--- config.mk ---
export PLATFORM = sky130hd
export DESIGN_NAME = softmax_norm
export DESIGN_NICKNAME = d
export VERILOG_FILES = /design/src/rtl/softmax_pkg.sv /design/src/rtl/softmax_div.sv /design/src/rtl/softmax_norm.sv
export SDC_FILE = /design/constraint.sdc
export NUM_CORES = 1
export LEC_CHECK = 0
export ABC_AREA = 1
export BUFFER_PORTS_ARGS = -buffer_cell sky130_fd_sc_hd__clkbuf_2
export CORE_ASPECT_RATIO = 1.75
export CORE_UTILIZATION = 43
export DETAILED_ROUTE_END_ITERATION = 10
export PLACE_DENSITY = 0.61
export SYNTH_ARGS = -nofsm -noshare
export SYNTH_HDL_FRONTEND = slang
export SYNTH_SLANG_ARGS = --single-unit
--- constraint.sdc ---
create_clock -name clk -period 16.35 [get_ports clk]
set_input_delay 3.27 -clock clk [delete_from_list [all_inputs] [get_ports clk]]
set_output_delay 3.27 -clock clk [all_outputs]
set_load 0.01 [all_outputs]
--- src/rtl/softmax_pkg.sv ---
// Shared types and helpers for the approximate-softmax datapath.
package softmax_pkg;

    localparam int EXP_W   = 21;
    localparam int MANT_W  = 16;
    localparam int POS_W   = 5;
    localparam int PROB_W  = 16;
    localparam int QUO_W   = 17;
    localparam int POS_MAX = 16;
    localparam int VAL_W   = 32;

    typedef enum logic [1:0] {
        ACCUM,
        DIV,
        OUT
    } norm_state_t;

    // Exponent word to fixed point, value scaled by 2^16.
    function automatic logic [VAL_W-1:0] unpack_exp(
        input logic [EXP_W-1:0] w
    );
        logic [POS_W-1:0] e;
        e = w[EXP_W-1 -: POS_W];
        if (e > POS_W'(POS_MAX)) begin
            e = POS_W'(POS_MAX);
        end
        return VAL_W'(w[MANT_W-1:0]) << e;
    endfunction

    function automatic logic [PROB_W-1:0] sat_prob(
        input logic [QUO_W-1:0] q
    );
        return q[QUO_W-1] ? '1 : q[PROB_W-1:0];
    endfunction

endpackage

--- src/rtl/softmax_div.sv ---
// Bit-serial restoring divider, one quotient bit per cycle, MSB first.
// The first bit is resolved on the start edge; zero divisor yields zero.
module softmax_div #(
    parameter int DIVIDEND_W = 48,
    parameter int DIVISOR_W  = 35,
    parameter int QUO_W      = 17
) (
    input  logic                  clk,
    input  logic                  rst,
    input  logic                  start,
    input  logic [DIVIDEND_W-1:0] dividend,
    input  logic [DIVISOR_W-1:0]  divisor,
    output logic                  busy,
    output logic                  done,
    output logic [QUO_W-1:0]      quotient
);

    localparam int CNT_W = $clog2(QUO_W);

    logic [DIVISOR_W-1:0] rem_q;
    logic [DIVISOR_W-1:0] div_q;
    logic [DIVISOR_W-1:0] src_rem;
    logic [DIVISOR_W-1:0] src_div;
    logic [DIVISOR_W-1:0] rem_d;
    logic [QUO_W-1:0]     lo_q;
    logic [QUO_W-1:0]     src_lo;
    logic [QUO_W-1:0]     q_q;
    logic [QUO_W-1:0]     q_d;
    logic [CNT_W-1:0]     cnt_q;
    logic                 zero_q;
    logic [DIVISOR_W:0]   trial;
    logic                 ge;

    always_comb begin
        src_rem = start ? DIVISOR_W'(dividend >> QUO_W) : rem_q;
        src_div = start ? divisor : div_q;
        src_lo  = start ? dividend[QUO_W-1:0] : lo_q;
        trial   = {src_rem, src_lo[QUO_W-1]};
        ge      = trial >= {1'b0, src_div};
        rem_d   = ge ? DIVISOR_W'(trial - {1'b0, src_div})
                     : trial[DIVISOR_W-1:0];
        q_d     = start ? QUO_W'(ge) : {q_q[QUO_W-2:0], ge};
    end

    always_ff @(posedge clk or posedge rst) begin
        if (rst) begin
            rem_q  <= '0;
            div_q  <= '0;
            lo_q   <= '0;
            q_q    <= '0;
            cnt_q  <= '0;
            zero_q <= 1'b0;
            busy   <= 1'b0;
            done   <= 1'b0;
        end else begin
            done <= 1'b0;
            if (start) begin
                rem_q  <= rem_d;
                div_q  <= divisor;
                lo_q   <= src_lo << 1;
                q_q    <= q_d;
                zero_q <= (divisor == '0);
                cnt_q  <= CNT_W'(QUO_W - 1);
                busy   <= 1'b1;
            end else if (busy) begin
                rem_q <= rem_d;
                lo_q  <= src_lo << 1;
                q_q   <= q_d;
                cnt_q <= cnt_q - 1'b1;
                if (cnt_q == CNT_W'(1)) begin
                    busy <= 1'b0;
                    done <= 1'b1;
                end
            end
        end
    end

    assign quotient = zero_q ? '0 : q_q;

endmodule

--- src/rtl/softmax_norm.sv ---
// Softmax normalisation: buffers N exponent words, sums them and
// emits each word divided by the sum as a Q0.16 probability.
module softmax_norm
    import softmax_pkg::*;
#(
    parameter int N     = 8,
    parameter int SUM_W = 32 + $clog2(N)
) (
    input  logic              clk,
    input  logic              rst,
    input  logic              in_valid,
    output logic              in_ready,
    input  logic [EXP_W-1:0]  in_exp,
    output logic              out_valid,
    input  logic              out_ready,
    output logic [PROB_W-1:0] out_prob,
    output logic              out_last
);

    localparam int IDX_W = $clog2(N);
    localparam int NUM_W = VAL_W + PROB_W;
    localparam logic [IDX_W-1:0] IDX_LAST = IDX_W'(N - 1);

    norm_state_t      state_q;
    norm_state_t      state_d;
    logic [IDX_W-1:0] idx_q;
    logic [IDX_W-1:0] idx_d;
    logic [IDX_W-1:0] div_idx;
    logic [SUM_W-1:0] sum_q;
    logic [SUM_W-1:0] sum_d;
    logic [SUM_W-1:0] sum_add;
    logic [SUM_W-1:0] div_den;
    logic [VAL_W-1:0] in_val;
    logic [VAL_W-1:0] buf_mem [N];
    logic [NUM_W-1:0] div_num;
    logic [QUO_W-1:0] div_quo;
    logic             div_start;
    logic             div_busy;
    logic             div_done;
    logic             load_out;
    logic             idx_last;
    logic             in_hs;

    assign in_ready  = (state_q == ACCUM);
    assign out_valid = (state_q == OUT);
    assign in_hs     = in_valid && in_ready;
    assign idx_last  = (idx_q == IDX_LAST);
    assign in_val    = unpack_exp(in_exp);
    assign sum_add   = sum_q + SUM_W'(in_val);
    assign div_num   = {buf_mem[div_idx], {PROB_W{1'b0}}};

    always_comb begin
        state_d   = state_q;
        idx_d     = idx_q;
        sum_d     = sum_q;
        div_start = 1'b0;
        div_idx   = idx_q;
        div_den   = sum_q;
        load_out  = 1'b0;
        unique case (state_q)
            ACCUM: begin
                if (in_valid) begin
                    sum_d = sum_add;
                    if (idx_last) begin
                        // Final sum is not registered yet; feed it directly.
                        state_d   = DIV;
                        idx_d     = '0;
                        div_start = 1'b1;
                        div_idx   = '0;
                        div_den   = sum_add;
                    end else begin
                        idx_d = idx_q + 1'b1;
                    end
                end
            end
            DIV: begin
                if (div_done && !div_busy) begin
                    state_d  = OUT;
                    load_out = 1'b1;
                end
            end
            OUT: begin
                if (out_ready) begin
                    if (idx_last) begin
                        state_d = ACCUM;
                        idx_d   = '0;
                        sum_d   = '0;
                    end else begin
                        state_d   = DIV;
                        idx_d     = idx_q + 1'b1;
                        div_idx   = idx_q + 1'b1;
                        div_start = 1'b1;
                    end
                end
            end
            default: begin
                state_d = ACCUM;
            end
        endcase
    end

    always_ff @(posedge clk or posedge rst) begin
        if (rst) begin
            state_q  <= ACCUM;
            idx_q    <= '0;
            sum_q    <= '0;
            out_prob <= '0;
            out_last <= 1'b0;
        end else begin
            state_q <= state_d;
            idx_q   <= idx_d;
            sum_q   <= sum_d;
            if (load_out) begin
                out_prob <= sat_prob(div_quo);
                out_last <= idx_last;
            end
        end
    end

    always_ff @(posedge clk) begin
        if (in_hs) begin
            buf_mem[idx_q] <= in_val;
        end
    end

    softmax_div #(
        .DIVIDEND_W (NUM_W),
        .DIVISOR_W  (SUM_W),
        .QUO_W      (QUO_W)
    ) u_div (
        .clk      (clk),
        .rst      (rst),
        .start    (div_start),
        .dividend (div_num),
        .divisor  (div_den),
        .busy     (div_busy),
        .done     (div_done),
        .quotient (div_quo)
    );

endmodule

==> tab_implementation.tex, run 1 <==
\begin{tabular}{lr}
\hline
Metric & Value \\
\hline
\multicolumn{2}{l}{\textbf{Synthesis}} \\
\quad Number of nets produced by synthesis & 2906 \\
\quad Most frequent cells after synthesis & 662 x nand2\_1, 352 x inv\_1, 294 x o21ai\_0 \\
\quad Post-Synthesis Mean Instance Area & 8.22 sq um \\
\quad Post-synthesis cell type count & 50 \\
\quad Primary flip-flop cell chosen by synthesis mapping & edfxtp\_1 \\
\quad Fraction of the yosys area taken by sequential cells & 49.9\% \\
\quad Fraction of synthesized cell area taken by the top area cell type & 33.4\% \\
\quad Leading cell type by number of instances after synthesis & nand2\_1 \\
\quad Simple-gate portion of the synthesized area & 21.1\% \\
\quad Adder-cell area share of the yosys netlist & 4.25\% \\
\quad Library cell occupying the most area in the post-synthesis netlist & edfxtp\_1 \\
\quad Top area cells in the synthesized netlist & edfxtp\_1 33\%, dfrtp\_1 17\%, nand2\_1 11\% \\
\quad Area fraction in compound gates after synthesis & 15.2\% \\
\quad FFs w/ async S/R, synth & 37.3\% \\
\quad Synthesized instance count & 2804 \\
\quad Yosys warnings & 0 \\
\quad Post-synthesis share of cell area spent on xor and xnor gates & 1.22\% \\
\quad Count of state elements after synthesis & 408 \\
\quad Main combinational cell family by area after synthesis & simple AND/OR/NAND/NOR gates \\
\quad Portion of netlist area occupied by mux cells & 0\% \\
\quad Cell area after synthesis & 0.0230 sq mm \\
\quad Post-synth EDFFs & 256 \\
\multicolumn{2}{l}{\textbf{Cells and area}} \\
\quad Share of cells above drive strength 1 & 6.55\% \\
\quad Combined flip-flop and latch cell area & 0.0115 sq mm \\
\quad Design Area, Final & 0.0251 sq mm \\
\quad Fin nets & 2911 \\
\quad Multi-input gate area in the final layout & 0.00972 sq mm \\
\quad N\_diodes & 0 \\
\quad Relative area change from synthesis to final layout & 8.80\% \\
\quad Layout filler cell count & 5146 \\
\multicolumn{2}{l}{\textbf{Placement}} \\
\quad DP Area & 0.0239 sq mm \\
\quad Number of buffer cells added on primary ports & 43 \\
\quad Final estimated routing congestion in global placement & 0.987 \\
\quad Post-placement worst setup slack & 4.98 ns \\
\quad Total half-perimeter wirelength after legalization and detailed placement & 51800 microns \\
\multicolumn{2}{l}{\textbf{Power and ir drop}} \\
\quad Worst vdd ir & 0.0835 mV \\
\quad Power Dens Cells & 205 mW/mm\^{}2 \\
\quad Leakage & 10.9 nW \\
\multicolumn{2}{l}{\textbf{Floorplanning}} \\
\quad Floorplan die area & 0.0546 sq mm \\
\quad Number of top-level pins & 44 \\
\quad Chip Height & 308 microns \\
\quad Initial Util & 43.8\% \\
\quad Placeable core region & 0.0526 sq mm \\
\quad Width of the chip & 177 microns \\
\quad Number of placement rows & 111 \\
\multicolumn{2}{l}{\textbf{Worst setup path}} \\
\quad Type of origin of the critical path & input pin \\
\quad R2r startpoint & state\_q[1] \\
\quad Data arrival time at the worst-slack endpoint & 11.20 ns \\
\quad Most numerous cell on the critical path & nand2\_1 \\
\quad Maximum fanout count along the critical path & 59 \\
\quad Slowest cell on the critical path & a221oi\_1 \\
\quad Worst Setup Path Type & input pin to flip-flop \\
\quad R2R Setup Slk & 9.54 ns \\
\quad Endpoint class of the critical path & flip-flop \\
\quad Required arrival time at the worst endpoint & 16.76 ns \\
\quad Worst flop-to-flop path endpoint & u\_div.rem\_q[28] \\
\quad Maximum cell stage delay along the critical path & 1.01 ns \\
\quad Worst reg2reg path depth & 26 \\
\multicolumn{2}{l}{\textbf{Hold path}} \\
\quad Startpoint of the lowest-slack hold path & u\_div.div\_q[16] \\
\quad Hold Path Cell Cnt & 2 \\
\quad Worst hold path endpoint & u\_div.div\_q[16] \\
\quad Worst hold path class & flip-flop to flip-flop \\
\multicolumn{2}{l}{\textbf{Clock network}} \\
\quad Cell at the root of the clock tree & clkbuf\_16 \\
\quad Clk buf depth & 3 \\
\quad CTS Hold Buffers Added & 0 \\
\quad Clk pin slew, worst setup/hold paths & 0.07 ns \\
\quad CTS tree & yes \\
\quad CTS Buf Count & 39 \\
\quad Post-cts gate resize count & 0 \\
\quad Clk\_lat worst skew & 0.57 ns \\
\quad Maximum level of the CTS H-tree & 2 \\
\quad Total setup buffers inserted after CTS & 0 \\
\quad Number of clock sinks & 408 \\
\multicolumn{2}{l}{\textbf{Global routing}} \\
\quad Overall global routing resource usage & 26.8\% \\
\quad Pin count of the biggest net entering global routing & 103 \\
\quad Antenna violations before repair & 1 \\
\quad Wire length of the first global-routing pass & 109000 microns \\
\quad Overflow left after global routing & 0 \\
\quad Number of global-route vias before repair & 19002 \\
\multicolumn{2}{l}{\textbf{Timing}} \\
\quad Setup Viol. Count Final & 0 \\
\quad Minimum clock period after layout & 10.79 ns \\
\quad Share of the clock period used by the worst path & 66.0\% \\
\quad Fin Clk Skew & 0.0313 ns \\
\quad Fmax achieved & 92.6 MHz \\
\quad Max-slew violations & 0 \\
\quad Smallest setup slack after layout & 5.56 ns \\
\quad Relative slew margins & 16.6\% \\
\quad RSZ-0062 raised after global routing & false \\
\quad Hold Violations, Final & 0 \\
\quad Total Neg Setup Slack & 0 ns \\
\quad Pin slew with the least headroom to its limit & 1.25 ns \\
\multicolumn{2}{l}{\textbf{Route}} \\
\quad Antenna viol nets, final & 0 \\
\quad Drt drc & 0 \\
\quad Final Routed Wirelength & 71700 microns \\
\quad Number of optimization iterations in the first detailed-route pass & 7 \\
\quad Routed wirelength normalized by instance count & 20.4 microns \\
\quad Initial detailed-routing violation count & 1239 \\
\quad Routed vias & 19208 \\
\quad Number of vias per cell after detailed routing & 5.46 \\
\multicolumn{2}{l}{\textbf{Run}} \\
\quad Number of max-capacitance violations reported & 0 \\
\multicolumn{2}{l}{\textbf{Run status}} \\
\quad Status & finished clean \\
\hline
\end{tabular}
cell type report:
class	count	share of cell area, %
flip-flops and latches	408	45.8
inverters	361	5.42
well taps	678	3.38
multi-input cells	1924	38.8
clock inverters	24	0.699
repair buffers	75	1.82
clock buffers	46	4.08
layout by cell type (no fill, tap or decap), types with 7 or more instances in the layout:
cell / synthesis / final
inv_1: 352 / 350
clkbuf_2: 0 / 43
o21ai_0: 294 / 294
nand3_1: 164 / 164
dfrtp_1: 152 / 152
ha_1: 75 / 75
a21oi_1: 151 / 150
o22ai_1: 12 / 12
nand2_1: 662 / 662
buf_4: 7 / 32
inv_2: 7 / 8
clkbuf_16: 0 / 40
o211ai_1: 63 / 63
xnor2_1: 19 / 19
clkinv_1: 2 / 9
o21ai_1: 57 / 57
nor2_4: 3 / 12
nand4_1: 11 / 11
edfxtp_1: 256 / 256
o21bai_1: 9 / 9
a21o_1: 7 / 7
nor3_1: 13 / 13
nand3b_1: 13 / 13
or2_2: 9 / 9
xor2_1: 13 / 13
nor2_1: 289 / 279
cells by family (layout without fill, tap and decap cells):
kind of cell / after synthesis / after routing
flip-flops: 408 / 408
buffers and inverters: 472 / 506
XOR/XNOR: 32 / 32
adder cells (fa/ha/maj): 77 / 77
AND/OR/NAND/NOR: 1182 / 1182
AO/OA/AOI/OAI: 633 / 633
routing by layer:
layer / track usage, % / share of wire (%)
met4: 16.1 / 6.5
met2: 49.5 / 52
met5: 0 / 0.018
met3: 3.40 / 4.5
met1: 28.5 / 37
sequential cells by signal (all words and copies together), names as in the netlist:
| name | flops |
|---|---|
| buf_mem | 256 |
| u_div.cnt_q | 5 |
| u_div.div_q | 35 |
| u_div.zero_q | 1 |
| u_div.q_q | 17 |
| idx_q | 3 |
| out_prob | 16 |
| u_div.rem_q | 35 |
| out_last | 1 |
| u_div.done | 1 |
| u_div.busy | 1 |
| sum_q | 35 |
| state_q | 2 |
critical path, delay by kind of cell:
family,cells,cell delay (ns)
AO/OA/AOI/OAI,10,2.83
adder cells (fa/ha/maj),2,0.93
buffers and inverters,9,2.01
AND/OR/NAND/NOR,17,2.14
stage by stage:
stage	power, mW	utilization, %	hold WS [ns]	instances
after floorplan	3.52	-	0.445	2804
after global placement	4.21	45.4	0.463	3446
after detailed placement	4.25	45.4	0.463	3446
after CTS	5.13	47.6	0.484	3516
after global routing	5.53	47.6	0.499	3516
final	5.13	47.6	0.481	3516
power by group:
part	internal [mW]	switching (mW)
combinational	0.885	1.88
sequential	1.36	0.131
clock	0.468	0.405
total	2.72	2.41
worst max path at each step:
stage | start | to | slack [ns] | depth (start not counted)
floorplan | in_exp[18] | u_div.rem_q[31] | 7.91 | 40
global placement | in_exp[20] | u_div.rem_q[33] | 4.99 | 38
detailed placement | in_exp[20] | u_div.rem_q[33] | 4.98 | 38
CTS | in_exp[20] | u_div.rem_q[33] | 5.55 | 38
global route | in_exp[20] | u_div.rem_q[33] | 4.47 | 38
finish | in_exp[20] | u_div.rem_q[32] | 5.56 | 38
Power figures use the tool's default switching activity.
==> run 2: changes to the inputs <==
- PLACE_DENSITY: 0.61 -> 0.63
- clock period: 16.35 -> 9.85 ns (I/O delays scaled with it)
==> run 2 against run 1 <==
Net effect: global-route usage grew 0.41 points; utilization grew 0.83 points; highest routed layer unchanged; wire length grew 2.2%; non-clock buffer count grew 30; critical path type unchanged; clock-buffer cell count grew 5; combinational power grew 67%; critical path depth grew 1.
==> tab_implementation.tex, run 2 (synthesis results as in run 1) <==
\begin{tabular}{lr}
\hline
Metric & Value \\
\hline
\multicolumn{2}{l}{\textbf{Clock network}} \\
\quad Maximum level of the CTS H-tree & 2 (unchanged) \\
\quad CTS Buf Count & 39 (unchanged) \\
\quad CTS Hold Buffers Added & 0 (unchanged) \\
\quad Clk buf depth & 3 (unchanged) \\
\quad Number of clock sinks & 408 (unchanged) \\
\quad Total setup buffers inserted after CTS & 0 (unchanged) \\
\quad Clk\_lat worst skew & 0.56 ns (about the same) \\
\quad Post-cts gate resize count & 0 (unchanged) \\
\quad Clk pin slew, worst setup/hold paths & 0.06 ns (about the same) \\
\quad CTS tree & yes \\
\quad Cell at the root of the clock tree & clkbuf\_16 \\
\multicolumn{2}{l}{\textbf{Floorplanning}} \\
\quad Initial Util & 43.8\% (unchanged) \\
\quad Number of placement rows & 111 (unchanged) \\
\quad Placeable core region & 0.0526 sq mm (unchanged) \\
\quad Number of top-level pins & 44 (unchanged) \\
\quad Chip Height & 308 microns (unchanged) \\
\quad Width of the chip & 177 microns (unchanged) \\
\quad Floorplan die area & 0.0546 sq mm (unchanged) \\
\multicolumn{2}{l}{\textbf{Cells and area}} \\
\quad Number of flip-flops under the largest register name & 256 (unchanged) \\
\quad Post-Layout Cell Count & 3544 (+0.80\%) \\
\quad Fin nets & 2941 (+1.0\%) \\
\quad N\_diodes & 0 (unchanged) \\
\quad Most frequent cells in the layout & 662 x nand2\_1, 350 x inv\_1, 294 x o21ai\_0, 279 x nor2\_1, 256 x edfxtp\_1 \\
\quad Combined flip-flop and latch cell area & 0.0115 sq mm (unchanged) \\
\quad Multi-input gate area in the final layout & 0.00972 sq mm (unchanged) \\
\quad Share of cells above drive strength 1 & 7.57\% (+1.0 points) \\
\quad Most frequent standard cell in the layout excluding fill and tap cells & nand2\_1 \\
\quad Design Area, Final & 0.0255 sq mm (+1.8\%) \\
\quad Relative area change from synthesis to final layout & 10.7\% \\
\quad Register with the most flip-flops & buf\_mem \\
\quad Layout filler cell count & 5008 (-2.7\%) \\
\multicolumn{2}{l}{\textbf{Worst setup path}} \\
\quad Worst Setup Path Type & input pin to flip-flop \\
\quad Maximum cell stage delay along the critical path & 0.58 ns (-0.43 ns) \\
\quad Endpoint class of the critical path & flip-flop \\
\quad R2R Setup Slk & 2.98 ns (-6.56 ns) \\
\quad Type of origin of the critical path & input pin \\
\quad Data arrival time at the worst-slack endpoint & 9.05 ns (-2.15 ns) \\
\quad Most numerous cell on the critical path & nand2\_1 \\
\quad Slowest cell on the critical path & nand2\_1 \\
\quad Required arrival time at the worst endpoint & 10.26 ns (-6.50 ns) \\
\quad Maximum fanout count along the critical path & 28 (-53\%) \\
\multicolumn{2}{l}{\textbf{Timing}} \\
\quad Smallest setup slack after layout & 1.21 ns (-4.35 ns) \\
\quad Fin Clk Skew & 0.0174 ns (-0.0139 ns) \\
\quad Pin slew with the least headroom to its limit & 1.07 ns (-0.182 ns) \\
\quad Fmax achieved & 116 MHz \\
\quad Minimum clock period after layout & 8.64 ns \\
\quad Max-slew violations & 0 (unchanged) \\
\quad RSZ-0062 raised after global routing & false \\
\quad Share of the clock period used by the worst path & 87.7\% \\
\quad Setup Viol. Count Final & 0 (unchanged) \\
\quad Hold Violations, Final & 0 (unchanged) \\
\quad Total Neg Setup Slack & 0 ns (unchanged) \\
\quad Relative slew margins & 28.5\% (+12 points) \\
\multicolumn{2}{l}{\textbf{Route}} \\
\quad Routed vias & 19451 (+1.3\%) \\
\quad Number of optimization iterations in the first detailed-route pass & 5 (-2) \\
\quad Met1 wire length & 26800 microns (+1.4\%) \\
\quad Antenna viol nets, final & 0 (unchanged) \\
\quad Final Routed Wirelength & 73300 microns (+2.2\%) \\
\quad Top routing layer in use & met5 \\
\quad Routed length on met2 & 38800 microns (+3.8\%) \\
\quad DR WL met3 & 3120 microns (-2.7\%) \\
\quad Number of vias per cell after detailed routing & 5.49 (+0.47\%) \\
\quad Initial detailed-routing violation count & 1321 (+6.6\%) \\
\quad Routed wirelength normalized by instance count & 20.7 microns (+1.4\%) \\
\quad Drt drc & 0 (unchanged) \\
\multicolumn{2}{l}{\textbf{Global routing}} \\
\quad Pin count of the biggest net entering global routing & 83 (-19\%) \\
\quad Antenna violations before repair & 3 (+2) \\
\quad Number of global-route vias before repair & 19277 (+1.4\%) \\
\quad Overflow left after global routing & 0 (unchanged) \\
\quad Overall global routing resource usage & 27.2\% (+0.41 points) \\
\quad Wire length of the first global-routing pass & 112000 microns (+1.9\%) \\
\multicolumn{2}{l}{\textbf{Hold path}} \\
\quad Worst hold path class & flip-flop to flip-flop \\
\multicolumn{2}{l}{\textbf{Placement}} \\
\quad Number of buffer cells added on primary ports & 43 (unchanged) \\
\quad Final estimated routing congestion in global placement & 1.01 (+2.1\%) \\
\quad Total half-perimeter wirelength after legalization and detailed placement & 53700 microns (+3.6\%) \\
\quad Post-placement worst setup slack & 0.718 ns (-4.26 ns) \\
\quad DP Area & 0.0241 sq mm (+1.0\%) \\
\quad Post-Place Cells & 3476 (+0.87\%) \\
\multicolumn{2}{l}{\textbf{Power and ir drop}} \\
\quad Leakage & 11.2 nW (+2.4\%) \\
\quad Power Dens Cells & 343 mW/mm\^{}2 (+68\%) \\
\quad Overall power consumption & 8.75 mW (+71\%) \\
\quad Worst vdd ir & 0.124 mV (+49\%) \\
\multicolumn{2}{l}{\textbf{Run status}} \\
\quad Status & finished clean \\
\multicolumn{2}{l}{\textbf{Run}} \\
\quad Number of max-capacitance violations reported & 0 (unchanged) \\
\hline
\end{tabular}
==> run 2: cell count changes in the layout (fill, tap and decap cells not counted), sizes merged <==
cell / before / now
bufinv: 1 / 7
buf: 32 / 62
clkbuf: 89 / 94
clkinv: 17 / 9
clkinvlp: 6 / 1
==> run 2: report_power, final <==
part           total [mW]  internal (mW)  switching [mW]
sequential           2.48           2.26           0.222
combinational        4.62           1.52            3.10
clock                1.65          0.965           0.684
total                8.75           4.74            4.01
==> run 2: routing by layer <==
| layer | GRT usage, % | vias up |
|---|---|---|
| met5 | 0 | - |
| met2 | 51.0 | 539 |
| li1 | - | 9396 |
| met1 | 28.8 | 9312 |
| met4 | 15.8 | 6 |
| met3 | 3.09 | 198 |
==> run 2: final cells by class <==
type,instances,area share (%)
flip-flops and latches,408,45.0
multi-input cells,1924,38.1
inverters,361,5.33
clock buffers,51,4.24
well taps,678,3.33
repair buffers,105,2.77
clock inverters,17,1.20
==> run 2: metrics by stage <==
step	hold slack, ns	util, %
finish	0.480	48.5
global route	0.500	48.5
CTS	0.483	48.5
detailed placement	0.466	45.8
global placement	0.462	45.8
floorplan	0.445	-
==> run 2: path summary, 6_finish.rpt <==
path / to / cells past startpoint / startpoint
worst min-delay path: u_div.rem_q[15] / 2 / u_div.rem_q[15]
min in group asynchronous: out_prob[12] / 2 / rst
worst min register to register: u_div.rem_q[15] / 2 / u_div.rem_q[15]
worst max-delay path: u_div.rem_q[33] / 39 / in_exp[20]
max in group asynchronous: u_div.rem_q[0] / 3 / rst
worst max register to register: u_div.rem_q[24] / 22 / idx_q[0]
==> run 2: critical path, delay by kind of cell <==
kind                     cells  cell delay, ns
AO/OA/AOI/OAI               10            2.07
buffers and inverters        9            1.36
AND/OR/NAND/NOR             18            2.68
adder cells (fa/ha/maj)      2            0.93
